**src/rtl/card_reveal_sequencer_pkg.sv**
```systemverilog
// Shared poker definitions: sequencer states, hand geometry and card helpers.
package card_reveal_sequencer_pkg;

  localparam int NUM_CARDS = 9;
  localparam int RANK_W    = 4;
  localparam int SUIT_W    = 2;
  localparam int LEVEL_W   = 3;
  localparam int IDX_W     = 4;
  localparam int RANK_MIN  = 1;
  localparam int RANK_MAX  = 13;

  typedef enum logic [1:0] {
    ST_IDLE   = 2'd0,
    ST_DEAL   = 2'd1,
    ST_RESULT = 2'd2,
    ST_DONE   = 2'd3
  } state_e;

  // Rank of the card at 0-based position pos inside a packed hand.
  function automatic logic [RANK_W-1:0] pick_rank(
    input logic [NUM_CARDS*RANK_W-1:0] nums,
    input logic [IDX_W-1:0]            pos
  );
    logic [RANK_W-1:0] r;
    r = {RANK_W{1'b0}};
    for (int i = 0; i < NUM_CARDS; i++) begin
      if (pos == IDX_W'(i)) begin
        r = nums[i*RANK_W +: RANK_W];
      end else begin
        r = r;
      end
    end
    return r;
  endfunction

  // Suit of the card at 0-based position pos inside a packed hand.
  function automatic logic [SUIT_W-1:0] pick_suit(
    input logic [NUM_CARDS*SUIT_W-1:0] suits,
    input logic [IDX_W-1:0]            pos
  );
    logic [SUIT_W-1:0] s;
    s = {SUIT_W{1'b0}};
    for (int i = 0; i < NUM_CARDS; i++) begin
      if (pos == IDX_W'(i)) begin
        s = suits[i*SUIT_W +: SUIT_W];
      end else begin
        s = s;
      end
    end
    return s;
  endfunction

  // A rank is playable only inside 1..13; 0, 14 and 15 are corrupt encodings.
  function automatic logic rank_ok(input logic [RANK_W-1:0] r);
    return (r >= RANK_W'(RANK_MIN)) && (r <= RANK_W'(RANK_MAX));
  endfunction

endpackage

```
**src/rtl/card_reveal_sequencer.sv**
```systemverilog
// Reveals a latched nine-card hand one card at a time, paced by a slow tick
// strobe, then shows the winner and the winner's hand level until reloaded.
module card_reveal_sequencer
  import card_reveal_sequencer_pkg::*;
#(
  parameter int TICKS_PER_CARD = 2,
  parameter int RESULT_TICKS   = 4
) (
  input  logic                          clk,
  input  logic                          rst,
  input  logic                          load,
  input  logic [NUM_CARDS*RANK_W-1:0]   cards_number,
  input  logic [NUM_CARDS*SUIT_W-1:0]   cards_flower,
  input  logic                          winner_in,
  input  logic [LEVEL_W-1:0]            card_level_p1,
  input  logic [LEVEL_W-1:0]            card_level_p2,
  input  logic                          tick,
  output logic                          busy,
  output logic                          disp_valid,
  output logic [IDX_W-1:0]              disp_idx,
  output logic [RANK_W-1:0]             disp_number,
  output logic [SUIT_W-1:0]             disp_flower,
  output logic [NUM_CARDS-1:0]          revealed_mask,
  output logic                          result_valid,
  output logic                          winner_out,
  output logic [LEVEL_W-1:0]            level_out,
  output logic                          done,
  output logic                          card_err
);

  // Terminal counts: the counter compares against N-1 because the Nth tick
  // itself causes the advance.
  localparam logic [3:0] CARD_LAST = 4'(TICKS_PER_CARD - 1);
  localparam logic [3:0] RES_LAST  = 4'(RESULT_TICKS - 1);

  state_e                        state_q, state_d;
  logic [3:0]                    cnt_q, cnt_d;
  logic [IDX_W-1:0]              idx_q, idx_d;
  logic [NUM_CARDS*RANK_W-1:0]   nums_q, nums_d;
  logic [NUM_CARDS*SUIT_W-1:0]   suits_q, suits_d;
  logic                          win_q, win_d;
  logic [LEVEL_W-1:0]            lvl1_q, lvl1_d;
  logic [LEVEL_W-1:0]            lvl2_q, lvl2_d;
  logic                          busy_q, busy_d;
  logic                          dv_q, dv_d;
  logic [RANK_W-1:0]             num_q, num_d;
  logic [SUIT_W-1:0]             fl_q, fl_d;
  logic [NUM_CARDS-1:0]          mask_q, mask_d;
  logic                          rv_q, rv_d;
  logic                          wout_q, wout_d;
  logic [LEVEL_W-1:0]            lout_q, lout_d;
  logic                          done_q, done_d;
  logic                          err_q, err_d;
  logic [RANK_W-1:0]             rank_s;

  // Next-state and next-output logic for the reveal sequence.
  always_comb begin
    state_d = state_q;
    cnt_d   = cnt_q;
    idx_d   = idx_q;
    nums_d  = nums_q;
    suits_d = suits_q;
    win_d   = win_q;
    lvl1_d  = lvl1_q;
    lvl2_d  = lvl2_q;
    dv_d    = dv_q;
    num_d   = num_q;
    fl_d    = fl_q;
    mask_d  = mask_q;
    rv_d    = rv_q;
    wout_d  = wout_q;
    lout_d  = lout_q;
    err_d   = err_q;
    rank_s  = {RANK_W{1'b0}};
    case (state_q)
      ST_IDLE, ST_DONE: begin
        // A tick coinciding with the load is dropped: the counter starts at 0.
        if (load) begin
          rank_s  = pick_rank(cards_number, 4'd0);
          state_d = ST_DEAL;
          cnt_d   = 4'd0;
          idx_d   = 4'd1;
          nums_d  = cards_number;
          suits_d = cards_flower;
          win_d   = winner_in;
          lvl1_d  = card_level_p1;
          lvl2_d  = card_level_p2;
          dv_d    = 1'b1;
          num_d   = rank_ok(rank_s) ? rank_s : {RANK_W{1'b0}};
          fl_d    = pick_suit(cards_flower, 4'd0);
          mask_d  = {{(NUM_CARDS-1){1'b0}}, 1'b1};
          rv_d    = 1'b0;
          wout_d  = 1'b0;
          lout_d  = {LEVEL_W{1'b0}};
          err_d   = ~rank_ok(rank_s);
        end else begin
          state_d = state_q;
        end
      end
      ST_DEAL: begin
        if (tick) begin
          if (cnt_q == CARD_LAST) begin
            cnt_d = 4'd0;
            if (idx_q == IDX_W'(NUM_CARDS)) begin
              state_d = ST_RESULT;
              dv_d    = 1'b0;
              num_d   = {RANK_W{1'b0}};
              fl_d    = {SUIT_W{1'b0}};
              rv_d    = 1'b1;
              wout_d  = win_q;
              lout_d  = win_q ? lvl2_q : lvl1_q;
            end else begin
              // idx_q is the 1-based index of the shown card, i.e. the
              // 0-based position of the next one.
              rank_s = pick_rank(nums_q, idx_q);
              idx_d  = idx_q + 4'd1;
              num_d  = rank_ok(rank_s) ? rank_s : {RANK_W{1'b0}};
              fl_d   = pick_suit(suits_q, idx_q);
              mask_d = mask_q | ({{(NUM_CARDS-1){1'b0}}, 1'b1} << idx_q);
              err_d  = err_q | ~rank_ok(rank_s);
            end
          end else begin
            cnt_d = cnt_q + 4'd1;
          end
        end else begin
          cnt_d = cnt_q;
        end
      end
      ST_RESULT: begin
        if (tick) begin
          if (cnt_q == RES_LAST) begin
            cnt_d   = 4'd0;
            state_d = ST_DONE;
          end else begin
            cnt_d = cnt_q + 4'd1;
          end
        end else begin
          cnt_d = cnt_q;
        end
      end
      default: begin
        state_d = ST_IDLE;
        cnt_d   = 4'd0;
      end
    endcase
    busy_d = (state_d == ST_DEAL) || (state_d == ST_RESULT);
    done_d = (state_d == ST_DONE);
  end

  // State, latched hand and every output register; reset clears all of them.
  always_ff @(posedge clk or negedge rst) begin
    if (!rst) begin
      state_q <= ST_IDLE;
      cnt_q   <= 4'd0;
      idx_q   <= {IDX_W{1'b0}};
      nums_q  <= {(NUM_CARDS*RANK_W){1'b0}};
      suits_q <= {(NUM_CARDS*SUIT_W){1'b0}};
      win_q   <= 1'b0;
      lvl1_q  <= {LEVEL_W{1'b0}};
      lvl2_q  <= {LEVEL_W{1'b0}};
      busy_q  <= 1'b0;
      dv_q    <= 1'b0;
      num_q   <= {RANK_W{1'b0}};
      fl_q    <= {SUIT_W{1'b0}};
      mask_q  <= {NUM_CARDS{1'b0}};
      rv_q    <= 1'b0;
      wout_q  <= 1'b0;
      lout_q  <= {LEVEL_W{1'b0}};
      done_q  <= 1'b0;
      err_q   <= 1'b0;
    end else begin
      state_q <= state_d;
      cnt_q   <= cnt_d;
      idx_q   <= idx_d;
      nums_q  <= nums_d;
      suits_q <= suits_d;
      win_q   <= win_d;
      lvl1_q  <= lvl1_d;
      lvl2_q  <= lvl2_d;
      busy_q  <= busy_d;
      dv_q    <= dv_d;
      num_q   <= num_d;
      fl_q    <= fl_d;
      mask_q  <= mask_d;
      rv_q    <= rv_d;
      wout_q  <= wout_d;
      lout_q  <= lout_d;
      done_q  <= done_d;
      err_q   <= err_d;
    end
  end

  assign busy          = busy_q;
  assign disp_valid    = dv_q;
  assign disp_idx      = idx_q;
  assign disp_number   = num_q;
  assign disp_flower   = fl_q;
  assign revealed_mask = mask_q;
  assign result_valid  = rv_q;
  assign winner_out    = wout_q;
  assign level_out     = lout_q;
  assign done          = done_q;
  assign card_err      = err_q;

endmodule
```
**config.mk**
```make
export PLATFORM = sky130hd
export DESIGN_NAME = card_reveal_sequencer
export DESIGN_NICKNAME = d
export VERILOG_FILES = /design/src/rtl/card_reveal_sequencer_pkg.sv /design/src/rtl/card_reveal_sequencer.sv
export SDC_FILE = /design/constraint.sdc
export NUM_CORES = 1
export LEC_CHECK = 0
export ABC_AREA = 1
export ABC_CLOCK_PERIOD_IN_PS = 3850
export BUFFER_PORTS_ARGS = -buffer_cell sky130_fd_sc_hd__buf_2
export CELL_PAD_IN_SITES_DETAIL_PLACEMENT = 1
export CELL_PAD_IN_SITES_GLOBAL_PLACEMENT = 1
export CORE_UTILIZATION = 28
export DETAILED_ROUTE_END_ITERATION = 6
export PLACE_DENSITY = 0.59
export SYNTH_ARGS = -nofsm -noshare
export SYNTH_HDL_FRONTEND = slang
export SYNTH_SLANG_ARGS = --single-unit
```
**constraint.sdc**
```tcl
create_clock -name clk -period 3.85 [get_ports clk]
set_input_delay 0 -clock clk [delete_from_list [all_inputs] [get_ports clk]]
set_output_delay 0 -clock clk [all_outputs]
set_load 0.005 [all_outputs]
```
==> results.md <==
- Internal: 0.002517 W
- Worst-Margin Slew: 0.8612 ns
- Simple-gate share of the synthesized area: 24.73%
- Vias in the first global route: 4690
- Sequential area share after synthesis: 50.25%
- Largest net degree at the start of global routing: 64
- Via Count: 4394
- Antenna violations before repair: 0
- Sw Pwr: 0.001790 W
- DR iter-0 viols: 222
- WL final: 14330 um
- Share of cells above drive strength 1: 17.37%
- Worst clock skew: 0.006999 ns
- Count of cell types in the netlist: 40
- Commonest non-fill, non-tap cells in the layout: nand2_1, dfrtp_1, buf_2
- Number of max-cap violations: 0
- Final setup fails: 0
- Synth warn: 0
- Die H: 132.0 um
- Utilization after layout: 38.20%
- Maximum clock path buffer count: 2
- Mux cell area share after synthesis: 0.6348%
- Hold Fails Final Rpt: 0
- Top routing layer in use: met4
- Final nets: 826
- Met3 wire length: 327 um
- Synthesized Nets: 676
- Synthesized area: 0.004731 sq mm
- Clk pwr share: 19.9%
- Detailed-route wire length per cell: 14.72 um
- Hold Crit Depth: 3
- Routed met2 length: 6904 um
- Req. time, crit path: 4.10 ns
- Vias/cell: 4.511
- Number of buffers created by CTS: 9
- Compound-Gate Fraction of Synth Area: 12.19%
- Max Clock Freq: 0.3914 GHz
- Crit path time final: 2.555 ns
- Main combinational cell family by area after synthesis: simple AND/OR/NAND/NOR gates
- Post-place setup slack: 1.261 ns
- Synth-to-Final Area Change: 33.43%
- RSZ-0062 raised after global routing: no
- Grt total ovfl: 0
- Leakage: 3.218 nW
- Comb pwr share: 42.1%
- Placed Instances: 896
- Max-slew violation count: 0
- Sw frac: 41.56%
- HPWL after DPL: 10600 um
- Slew HR: 42.37%
- Final Non-Filler Cells: 974
- All-Layer GR Usage: 17.72%
- IO Pins: 93
- Initial Util: 28.63%
- M1 wire length: 6848 um
- Average size of a mapped cell: 7.898 sq um
- CP Launch Type: register
- Most common cell after layout, fill and taps aside: nand2_1
- Die Wd: 132.0 um
- Worst Path Arrival: 2.81 ns
- Post-CTS sizing: 0
- Std cell rows: 47
- DRC: 0
- DIE AREA: 0.01742 sq mm
- Worst path setup slack after routing: 1.295 ns
- Hold WC Path Type: input port to register
- Initial DRT Pass Iterations: 4
- ANT cells: 0
- Worst r2r path cells: 8
- Tcrit/Tclk final: 66.36%
- Worst-Skew Late Latency: 0.35 ns
- Flop pwr share: 38.0%
- First-pass GRT wire length: 24020 um
- Status: finished, final reports clean
- Root Driver: clkbuf_16
- CTS H-tree depth: 3
- CTS sink cnt: 95
- Core area: 0.01652 sq mm
- VDD IR max: 0.2415 mV
- CTS tree: built
- CP max FO: 14
- RD Place Congestion: 0.7857
- Yosys reg bits: 95
- Power Dens Cells: 682.4 mW/mm^2
- XOR/XNOR Fraction of Synth Area: 0.1851%
- Post-Synth Adder-Cell Area: 3.174%
- Syn Inst Count: 599
- Crit path capture type: register
- Worst-path clk slew: 0.07 ns
- I/O Buffers: 92
- Setup Crit Path Kind: register to register
- Fin Setup TNS: 0 ns
- Post-DRT Antenna Nets: 0
==> timing repair <==
action,in CTS,in global routing
buffers inserted,0,0
hold buffers,62,0
hold endpoints to repair,126,0
setup endpoints to repair,0,0
==> synthesized netlist by cell type <==
| master | count | area share (%) |
|---|---|---|
| a211oi_1 | 1 | 0.16 |
| a21oi_1 | 20 | 2.1 |
| a22oi_1 | 3 | 0.48 |
| a2bb2oi_1 | 2 | 0.37 |
| a31oi_1 | 3 | 0.40 |
| a32oi_1 | 1 | 0.19 |
| a41oi_1 | 1 | 0.19 |
| and3_1 | 1 | 0.13 |
| buf_1 | 1 | 0.079 |
| buf_2 | 2 | 0.21 |
| buf_4 | 1 | 0.16 |
| buf_6 | 1 | 0.24 |
| clkbuf_1 | 14 | 1.1 |
| clkinv_1 | 1 | 0.079 |
| dfrtp_1 | 95 | 50 |
| ha_1 | 12 | 3.2 |
| inv_1 | 81 | 6.4 |
| inv_2 | 5 | 0.40 |
| inv_4 | 1 | 0.13 |
| mux2i_1 | 3 | 0.63 |
| nand2_1 | 200 | 16 |
| nand2_2 | 2 | 0.26 |
| nand2_4 | 2 | 0.48 |
| nand3_1 | 27 | 2.9 |
| nand3_2 | 4 | 0.85 |
| nand3b_1 | 1 | 0.16 |
| nor2_1 | 27 | 2.1 |
| nor2_4 | 2 | 0.48 |
| nor2_8 | 1 | 0.42 |
| nor3_1 | 3 | 0.32 |
| nor3_4 | 1 | 0.34 |
| nor3b_1 | 1 | 0.16 |
| o21ai_0 | 63 | 6.7 |
| o21ai_1 | 7 | 0.74 |
| o21bai_1 | 1 | 0.16 |
| o22ai_1 | 3 | 0.40 |
| o31ai_1 | 1 | 0.16 |
| o32ai_1 | 1 | 0.19 |
| or2_2 | 2 | 0.26 |
| xor2_1 | 1 | 0.19 |
==> metrics by stage <==
stage | cell area (sq um) | hold WS [ns] | power [W]
floorplan | 4731 | -0.2956 | 0.002821
detailed placement | 5414 | 0.1671 | 0.003444
global route | 6312 | 0.08113 | 0.004701
CTS | 6312 | 0.03878 | 0.004375
global placement | 5414 | 0.1601 | 0.003390
finish | 6312 | 0.04145 | 0.004307
==> registers in the layout, indices dropped and copies added (netlist names), 2 cells and up <==
register,count
cnt_q,4
disp_flower,2
disp_idx,4
disp_number,4
level_out,3
lvl1_q,3
lvl2_q,3
nums_q,36
revealed_mask,9
state_q,2
suits_q,18
==> layout make-up <==
cell class	count	area (sq um)
clock buffers	13	260.3
clock inverters	3	17.52
fillers	2025	10210
inverters	88	332.8
multi-input cells	397	1936
flip-flops and latches	95	2377
well taps	220	275.3
repair buffers	158	1114
==> power groups by stage <==
| stage | clock network [W] | registers [W] | logic [W] |
|---|---|---|---|
| after CTS | 0.000883 | 0.00164 | 0.00185 |
| after floorplan | 0 | 0.00159 | 0.00123 |
| final | 0.000858 | 0.00164 | 0.00181 |
| after global routing | 0.000917 | 0.00168 | 0.00210 |
| after global placement | 0 | 0.00165 | 0.00174 |
| after detailed placement | 0 | 0.00165 | 0.00179 |
==> critical path, cell delays in order (launching register included) <==
cell	delay [ns]
dfrtp_1	0.41
ha_1	0.36
nand2_1	0.34
nand2_1	0.18
nand2_1	0.29
nor2_4	0.33
inv_2	0.15
o21ai_0	0.15
nor3b_1	0.23
==> cell families (layout without fill, tap and decap cells) <==
family	Yosys count	in the layout
flops	95	95
mux	3	3
buf+inv	107	262
compound gates	107	107
fa+ha+maj	12	12
xor+xnor	1	1
simple gates	274	274
==> layer usage <==
layer	global-route usage (%)	vias up
met5	0	-
met4	6.912	0
met3	2.307	15
met2	29.39	65
met1	23.48	2130
li1	-	2184
==> worst paths after layout <==
| kind | startpoint | slack, ns | end |
|---|---|---|---|
| setup / recovery | state_q[1] | 1.30 | disp_idx[3] |
| min in group asynchronous | rst | 0.28 | suits_q[3] |
| hold reg to reg | level_out[2] | 0.49 | level_out[2] |
| max in group asynchronous | rst | 2.59 | lvl2_q[2] |
| setup reg to reg | state_q[1] | 1.30 | disp_idx[3] |
| hold / removal | tick | 0.04 | state_q[0] |
No activity file was read; power rests on OpenSTA's default activity.
